## config.mk

```make
export PLATFORM = sky130hd
export DESIGN_NAME = adc_scan_scheduler
export DESIGN_NICKNAME = d
export VERILOG_FILES = /design/src/rtl/adc_sched_pkg.sv /design/src/rtl/adc_sck_gen.sv /design/src/rtl/adc_scan_scheduler.sv
export SDC_FILE = /design/constraint.sdc
export NUM_CORES = 1
export LEC_CHECK = 0
export ABC_CLOCK_PERIOD_IN_PS = 27000
export CAP_MARGIN = 20
export CELL_PAD_IN_SITES_DETAIL_PLACEMENT = 0
export CELL_PAD_IN_SITES_GLOBAL_PLACEMENT = 1
export CORE_MARGIN = 5
export CORE_UTILIZATION = 52
export DETAILED_ROUTE_END_ITERATION = 8
export PLACE_DENSITY = 0.88
export SLEW_MARGIN = 20
export SYNTH_ARGS = -nofsm -noshare
export SYNTH_HDL_FRONTEND = slang
export SYNTH_SLANG_ARGS = --single-unit
export TNS_END_PERCENT = 20
```

## constraint.sdc

```tcl
create_clock -name CLOCK_50 -period 27 [get_ports CLOCK_50]
set_input_delay 2.7 -clock CLOCK_50 [delete_from_list [all_inputs] [get_ports CLOCK_50]]
set_output_delay 2.7 -clock CLOCK_50 [all_outputs]
set_load 0.03 [all_outputs]
```

## src/rtl/adc_sched_pkg.sv

```systemverilog
// adc_sched_pkg: shared state encoding, sizes and channel helpers for the ADC scan scheduler
package adc_sched_pkg;
    localparam int NUM_CH = 13;
    localparam int SDI_WORD_BITS = 12;
    localparam int CFG_BITS = 6;

    typedef enum logic [2:0] {
        ST_IDLE,
        ST_CONVST,
        ST_CONV_WAIT,
        ST_SHIFT,
        ST_SETTLE,
        ST_FLUSH_DONE
    } state_t;

    function automatic logic [2:0] mux_sel(input logic [3:0] ch);
        logic [3:0] d;
        d = ch - 4'd6;
        return d[2:0];
    endfunction

    // First enabled channel after cur, ascending with wrap; cur itself if no other is enabled
    function automatic logic [3:0] next_ch(input logic [NUM_CH-1:0] mask, input logic [3:0] cur);
        logic [3:0] c;
        logic [3:0] n;
        logic found;
        c = cur;
        n = cur;
        found = 1'b0;
        for (int i = 1; i < NUM_CH; i++) begin
            c = (c == 4'(NUM_CH - 1)) ? 4'd0 : c + 4'd1;
            if (!found && mask[c]) begin
                n = c;
                found = 1'b1;
            end
        end
        return n;
    endfunction
endpackage

```

## src/rtl/adc_sck_gen.sv

```systemverilog
// adc_sck_gen: gated serial clock burst of N periods, high half first, with edge and done strobes
module adc_sck_gen #(
    parameter int CLK_DIV = 2,
    parameter int N = 12
) (
    input  logic clk,
    input  logic rst_n,
    input  logic start,
    output logic sck,
    output logic rise,
    output logic fall,
    output logic done
);
    logic active;
    logic [15:0] div;
    logic [5:0] half;
    logic tick;

    assign tick = active && div == 16'(CLK_DIV - 1);
    assign done = tick && half == 6'(2 * N - 1);
    assign rise = start || (tick && half[0] && !done);
    assign fall = tick && !half[0];

    always_ff @(posedge clk or negedge rst_n) begin
        if (!rst_n) begin
            active <= 1'b0;
            sck <= 1'b0;
            div <= '0;
            half <= '0;
        end else if (start) begin
            active <= 1'b1;
            sck <= 1'b1;
            div <= '0;
            half <= '0;
        end else if (tick) begin
            div <= '0;
            half <= half + 6'd1;
            sck <= half[0] && !done;
            active <= !done;
        end else if (active) begin
            div <= div + 16'd1;
        end
    end
endmodule

```

## src/rtl/adc_scan_scheduler.sv

```systemverilog
// adc_scan_scheduler: round-robin conversion sequencer for the serial ADC and external 8:1 mux
module adc_scan_scheduler
    import adc_sched_pkg::*;
#(
    parameter int CLK_DIV = 2,
    parameter int CONV_CYCLES = 80,
    parameter int SETTLE_CYCLES = 16,
    parameter logic [NUM_CH-1:0] OS_TABLE = 13'b0111111010101,
    parameter logic [NUM_CH-1:0] S1_TABLE = 13'b0111111111000,
    parameter logic [NUM_CH-1:0] S0_TABLE = 13'b0111111100110,
    parameter logic UNI = 1'b1,
    parameter logic SLP = 1'b0
) (
    input  logic CLOCK_50,
    input  logic RESET_N,
    input  logic RUN,
    input  logic [NUM_CH-1:0] CH_MASK,
    input  logic ADC_SDO,
    output logic ADC_CONVST,
    output logic ADC_SCK,
    output logic ADC_SDI,
    output logic [2:0] MUX_CONTROL,
    output logic [11:0] DATA,
    output logic [3:0] DATA_CH,
    output logic DATA_VALID,
    output logic BUSY
);
    state_t state;
    logic [15:0] cnt;
    logic [3:0] ch, prev_ch, cfg_ch;
    logic pend, flush, stop;
    logic [SDI_WORD_BITS-1:0] sdi_sr, sdo_sr, cfg_word;
    logic sck_start, sck_rise, sck_fall, sck_done;

    assign stop = !RUN || CH_MASK == '0;
    assign sck_start = state == ST_CONV_WAIT && cnt == 16'(CONV_CYCLES - 1);
    assign cfg_ch = flush ? 4'd0 : ch;
    assign cfg_word = {1'b1, OS_TABLE[cfg_ch], S1_TABLE[cfg_ch], S0_TABLE[cfg_ch], UNI, SLP,
                       {(SDI_WORD_BITS - CFG_BITS){1'b1}}};
    assign ADC_SDI = sdi_sr[SDI_WORD_BITS-1];
    assign BUSY = state != ST_IDLE;

    adc_sck_gen #(.CLK_DIV(CLK_DIV), .N(SDI_WORD_BITS)) u_sck (
        .clk(CLOCK_50),
        .rst_n(RESET_N),
        .start(sck_start),
        .sck(ADC_SCK),
        .rise(sck_rise),
        .fall(sck_fall),
        .done(sck_done)
    );

    always_ff @(posedge CLOCK_50 or negedge RESET_N) begin
        if (!RESET_N) begin
            state <= ST_IDLE;
            cnt <= '0;
            ch <= '0;
            prev_ch <= '0;
            pend <= 1'b0;
            flush <= 1'b0;
            sdi_sr <= '1;
            sdo_sr <= '0;
            ADC_CONVST <= 1'b0;
            MUX_CONTROL <= '0;
            DATA <= '0;
            DATA_CH <= '0;
            DATA_VALID <= 1'b0;
        end else begin
            DATA_VALID <= 1'b0;
            if (sck_rise) sdo_sr <= {sdo_sr[SDI_WORD_BITS-2:0], ADC_SDO};
            if (sck_fall) sdi_sr <= {sdi_sr[SDI_WORD_BITS-2:0], 1'b1};
            case (state)
                ST_IDLE: if (!stop) begin
                    ch <= next_ch(CH_MASK, 4'(NUM_CH - 1));
                    ADC_CONVST <= 1'b1;
                    cnt <= '0;
                    state <= ST_CONVST;
                end
                ST_CONVST: if (cnt == 16'd1) begin
                    ADC_CONVST <= 1'b0;
                    cnt <= '0;
                    sdi_sr <= cfg_word;
                    state <= ST_CONV_WAIT;
                end else cnt <= cnt + 16'd1;
                ST_CONV_WAIT: if (sck_start) state <= ST_SHIFT; else cnt <= cnt + 16'd1;
                // Word shifted now belongs to the channel configured one frame earlier
                ST_SHIFT: if (sck_done) begin
                    if (pend) begin
                        DATA <= sdo_sr;
                        DATA_CH <= prev_ch;
                        DATA_VALID <= 1'b1;
                    end
                    pend <= !flush;
                    prev_ch <= ch;
                    cnt <= '0;
                    state <= flush ? ST_FLUSH_DONE : ST_SETTLE;
                end
                ST_SETTLE: begin
                    if (cnt == 16'd0) begin
                        if (ch >= 4'd6 && ch <= 4'd11) MUX_CONTROL <= mux_sel(ch);
                        ch <= next_ch(CH_MASK, ch);
                    end
                    if (cnt == 16'(SETTLE_CYCLES - 1)) begin
                        cnt <= '0;
                        flush <= stop;
                        ADC_CONVST <= !stop || pend;
                        state <= (!stop || pend) ? ST_CONVST : ST_IDLE;
                    end else cnt <= cnt + 16'd1;
                end
                ST_FLUSH_DONE: begin
                    flush <= 1'b0;
                    state <= ST_IDLE;
                end
                default: state <= ST_IDLE;
            endcase
        end
    end
endmodule

```

==> run metrics, run 1 <==
met2 WL=between 10 and 15 mm; slowest CP cell=o21ai_2; register area share after synthesis=0.2760; placed cell count=1256; Worst Setup Slack, final=14240 ps; num rows=48; I/O Pins=41; pins over their slew limit=0; Crit path required time=around 27000 ps; CTS Hold Bufs=0; Syn Area/Cell=8.556 um^2; routed length on met1=10.75 mm; drt total wl=22.82 mm; DR iter-0 viols=697; GRT Total Usage=0.2264; outcome=completed; placer congestion estimate=0.9083; area delta synth->final=8.802%; fmax=78.38 MHz; # diodes=0; Die Height=about 140 um; reg2reg setup slack=14240 ps; largest net degree at the start of global routing=between 70 and 80; Final TNS setup=0 ps; dpl ws=14320 ps; Final Cell Area=9728 um^2; Post-synth EDFFs=0; H-tree levels=3; kind of critical path=flop to flop; PostCTS Resize Cnt=0; vias in the first global route=between 7000 and 8000; dominant register cell in the synthesized netlist=dfrtp_1; post-synthesis cell type count=105; Setup crit end kind=flop; worst min-delay path category=flop to flop; initial antenna violation count=0; syn_nets=1097; clk sinks=98; Post-DRT Antenna Nets=0; Die Area=19920 um^2; Finished Layout Cells=1272; Starting Density=0.5242; filler instances=about 1600; first-pass GRT wire length=37.88 mm; Synth Instances=1045; share of layout cells above drive strength 1=0.1375; DRT Pass-1 Iters=7; synthesis-stage register bit count=98; ys async rst share=1.000; slew margin rel.=0.3845; Slew @ Worst Pin=923.2 ps; vias per inst=6.279; CP Max Fanout=19; placed inst area=roughly 9400 um^2; Root Buffer=clkbuf_16; most frequent CP cell=ha_1; cts bufs inserted=9; per-cell routed wire length=approximately 18 um; nets=between 1000 and 1500; synthesized area=8941 um^2; Startpoint Class=flop; Post-CTS Setup Repair Bufs=0; CP max stage delay=approximately 670 ps; RSZ-0062 raised after global routing=no; Core ar.=17060 um^2; Syn. warnings=0; Max-Cap Viols=0; clk_lat worst skew=340 ps; Tmin final=12760 ps; DR WL met3=~1.4 mm; CP Data Arrival Time=12980 ps; hpwl dp=15.99 mm; Layout Skew=7.027 ps; period utilization=0.4725; grt total ovfl=0; Die X=around 140 um; top sig layer=met4; CTS tree=built; # port buffers=40; final setup vio count=0; Final Hold Viols=0; DRC violations left=0; vias=7987; CTS max path bufs=2; Clock transition at path regs=70 ps
-- kinds of logic (layout without fill, tap and decap cells) --
logic type | Yosys count | after routing | share of synthesized area
xor+xnor | 21 | 21 | 0.02057
simple gates | 396 | 396 | 0.2119
compound gates | 287 | 287 | 0.2457
mux | 98 | 98 | 0.1448
fa+ha+maj | 35 | 35 | 0.04898
flops | 98 | 98 | 0.2760
buf+inv | 110 | 112 | 0.05206
-- layout make-up --
cell class	instances	area, um^2	share of cell area
Timing Repair Buffer	48	461.7	0.04746
Clock inverter	7	98.84	0.01016
Multi-Input combinational cell	837	6008	0.6176
Inverter	48	185.2	0.01904
Clock buffer	9	225.2	0.02315
Sequential cell	98	2467	0.2536
Tap cell	225	281.5	0.02894
-- layer usage --
layer / track usage / vias up
met1: 0.3381 / 3814
met5: 0 / -
met2: 0.3494 / 283
met4: 0.04335 / 0
met3: 0.03630 / 40
li1: - / 3850
-- cells in the mapped netlist (5+ instances only) --
library cell | n | area, um^2
a211o_1 | 5 | 43.79
nor2b_1 | 12 | 75.07
o211ai_1 | 13 | 97.59
a31o_2 | 7 | 61.31
o221ai_1 | 9 | 78.83
o21a_1 | 6 | 45.04
nor4_1 | 9 | 56.30
a22oi_1 | 6 | 45.04
inv_1 | 40 | 150.1
clkbuf_1 | 47 | 176.4
o21ai_0 | 65 | 325.3
a21oi_1 | 44 | 220.2
dfrtp_1 | 86 | 2152
nand2b_1 | 14 | 87.58
nor2_1 | 94 | 352.8
and3_1 | 18 | 112.6
nor4b_1 | 5 | 43.79
mux2i_1 | 45 | 450.4
buf_6 | 5 | 56.30
a21o_1 | 6 | 45.04
nand3_1 | 21 | 105.1
a311oi_1 | 7 | 61.31
or3_1 | 10 | 62.56
nand2_1 | 151 | 566.8
a31oi_1 | 12 | 75.07
xor2_1 | 12 | 105.1
dfstp_2 | 12 | 315.3
a211oi_1 | 15 | 112.6
mux4_2 | 18 | 405.4
mux2_2 | 29 | 326.6
ha_1 | 35 | 437.9
nor3_1 | 19 | 95.09
a31oi_4 | 5 | 106.4
nand4_1 | 10 | 62.56
xnor2_1 | 9 | 78.83
and2_1 | 6 | 37.54
-- worst paths after layout --
| kind | start | end | depth (start not counted) |
|---|---|---|---|
| max | ch[0] | ch[0] | 49 |
| min | prev_ch[2] | DATA_CH[2] | 2 |
| max reg2reg | ch[0] | ch[0] | 49 |
| min reg2reg | prev_ch[2] | DATA_CH[2] | 2 |
| max in group asynchronous | RESET_N | cnt[9] | 2 |
| min in group asynchronous | RESET_N | u_sck.half[3] | 1 |
-- per-stage QoR --
step                hold slack, ps    util
floorplan                    434.8       -
global placement             457.5  0.5507
detailed placement           456.1  0.5514
CTS                          473.7  0.5703
global route                 498.6  0.5703
finish                       471.4  0.5703
-- flip-flops by register name (all words and copies together), names as in the netlist --
signal,cells
flush,1
DATA_VALID,1
MUX_CONTROL,3
DATA,12
ch,4
DATA_CH,4
state,3
u_sck.div,16
sdi_sr,12
u_sck.sck,1
cnt,16
sdo_sr,12
u_sck.active,1
u_sck.half,6
pend,1
ADC_CONVST,1
prev_ch,4
-- worst max-delay path: cells and delay by family, from the launching register on --
family                   cells  cell delay [ps]
AO/OA/AOI/OAI               18             5030
adder cells (fa/ha/maj)     11             3580
buffers and inverters       12             1430
flip-flops                   1              500
multiplexers                 2              720
AND/OR/NAND/NOR              6             1330
-- cell usage in the layout (no fill, tap or decap), types with 8 or more instances in the layout --
master,n
xor2_1,12
nand4_1,10
nor2_1,94
a31oi_1,12
o221ai_1,9
mux4_2,18
xnor2_1,9
mux2i_1,45
nor3_1,19
a21oi_1,44
dfrtp_1,86
nand2_1,151
nand2b_1,14
nand3_1,21
ha_1,35
a211oi_1,15
o211ai_1,13
clkbuf_16,9
buf_4,8
nor4_1,9
clkdlybuf4s50_1,39
mux2_2,29
dfstp_2,12
nor2b_1,12
or3_1,10
and3_1,18
inv_1,40
o21ai_0,65
Power of run 1 is not shown: default switching activity piles up to over one toggle a cycle in this logic, so the estimate is an artifact.
==> run 2, diff against run 1 <==
ABC_CLOCK_PERIOD_IN_PS = 11800   (was 27000)
CORE_UTILIZATION = 48   (was 52)
PLACE_DENSITY = 0.82   (was 0.88)
clock period = 11.8 ns   (was 27 ns; I/O delays follow)
==> run 2 against run 1 <==
Compared with the run above:
- count of clock-buffer cells in the layout is 2 higher
- worst hold slack lost 8.5 ps
- utilization fell by 3.9 points
- die area is 7.7% higher
- flip-flop and latch count unchanged
- fmax is 16% higher
- cell count is 1.8% higher
- register-to-register slack got worse by 13000 ps
- cell area rose by 1.1%
- non-clock buffer count up 14
- largest cell class unchanged
==> run metrics, run 2 (synthesis results as in run 1) <==
fmax=90.98 MHz; most frequent CP cell=ha_1; first-pass GRT wire length=39.71 mm; Reg2Reg Depth=48; Die X=146.5 um; most frequent cells in the layout=nand2_1, nor2_1, dfrtp_1; H-tree levels=3; Crit path required time=roughly 12000 ps; RSZ-0062 raised after global routing=no; pins over their slew limit=0; slew margin rel.=0.2948; # port buffers=40; Regs by FF count=cnt: 16 flops, u_sck.div: 16 flops; I/O Pins=41; DRC violations left=0; share of layout cells above drive strength 1=0.1565; Final TNS setup=0 ps; Core ar.=18520 um^2; Post-DRT Antenna Nets=0; met1 GRT Util=0.3378; grt total ovfl=0; worst min-delay path category=flop to flop; met2 usage=0.3341; Hold Path Depth=2; vias in the first global route=7429; GRT Total Usage=0.2230; cts bufs inserted=9; Setup crit end kind=flop; Hold EP=DATA[11]; clk_lat worst skew=approximately 340 ps; RR Startpoint=ch[1]; Root Buffer=clkbuf_16; DR iter-0 viols=706; Clock transition at path regs=about 70 ps; area delta synth->final=9.964%; hpwl dp=16.81 mm; initial antenna violation count=0; Die Area=21460 um^2; hold_sp=sdo_sr[11]; clk sinks=98; CP Max Fanout=19; busiest grt layer=met1; CTS tree=built; most common cell after layout, fill and taps aside=nand2_1; largest net degree at the start of global routing=just under 70; # diodes=0; worst path bufs/invs=12; Max-Cap Viols=0; vias per inst=6.146; Startpoint Class=flop; CP delay by family, top=compound AO/OA/AOI/OAI gates; Layout Skew=8.705 ps; vias=about 8000; drt total wl=24.14 mm; Die Height=146.5 um; CP Data Arrival Time=11210 ps; num rows=50; R2R Path End=ch[3]; final setup vio count=0; Final Hold Viols=0; filler instances=~1700; nets=1108; slowest CP cell=dfrtp_1; per-cell routed wire length=between 15 and 20 um; DRT Pass-1 Iters=5; CP max stage delay=around 470 ps; period utilization=0.9314; kind of critical path=flop to flop; global routing met3 resource utilization=0.03321; Tmin final=10990 ps; CTS max path bufs=2; outcome=completed; placer congestion estimate=0.9283; reg2reg setup slack=roughly 810 ps; Starting Density=0.4828; Slew @ Worst Pin=1054 ps
[run 2: cell type report]
cell class                 count  area [um^2]  share of cell area
clock inverter                 5        38.79            0.003945
multi-input combinational    837         6041              0.6144
sequential                    98         2469              0.2511
timing repair buffer          62        563.0             0.05727
tap                          234        292.8             0.02978
inverter                      48        185.2             0.01883
clock buffer                  11        242.7             0.02469
[run 2: worst max-delay path by stage]
stage               start  endpoint  slack [ps]  depth (start not counted)
floorplan           ch[0]     ch[0]         500                         55
global placement    ch[0]     ch[2]         570                         50
detailed placement  ch[0]     ch[0]         290                         50
CTS                 ch[0]     ch[2]         270                         50
global route        ch[1]     ch[3]          10                         48
finish              ch[1]     ch[3]         810                         48
[run 2: worst min-delay path: cells and delay by family, from the launching register on]
| kind | cells | cell delay [ps] |
|---|---|---|
| DFF | 1 | 340 |
| and+or+nand+nor | 2 | 100 |
[run 2: per-layer routing]
layer	part of all wire	routed length (um)
met3	0.054	1310
met1	0.48	11530
met4	0.014	333
met2	0.45	10960
met5	0	0
[run 2: what timing repair did]
action | CTS | global route
gates resized for setup | 0 | 9
endpoints found under the setup margin | 0 | 4
buffers inserted | 0 | 3
hold buffers | 0 | 0
[run 2: stage by stage]
stage | hold WS, ps | instances | setup slack (ps) | cell area, um^2 | util
6_report | 462.9 | 1295 | 809.0 | 9832 | 0.5309
2_1_floorplan | 434.8 | 1045 | 503.2 | 8941 | -
3_5_place_dp | 455.5 | 1276 | 290.0 | 9497 | 0.5128
3_3_place_gp | 453.8 | 1276 | 571.5 | 9494 | 0.5127
5_1_grt | 495.5 | 1295 | 9.503 | 9832 | 0.5309
4_1_cts | 464.1 | 1292 | 272.7 | 9778 | 0.5280
Power of run 2 is left out for the same reason.
==> run 3, diff against run 2 <==
CAP_MARGIN = not set   (was 20)
==> results of run 3 <==
No change in the layout: final DEF, timing and power equal those of run 2.
Power of run 3 is left out for the same reason.
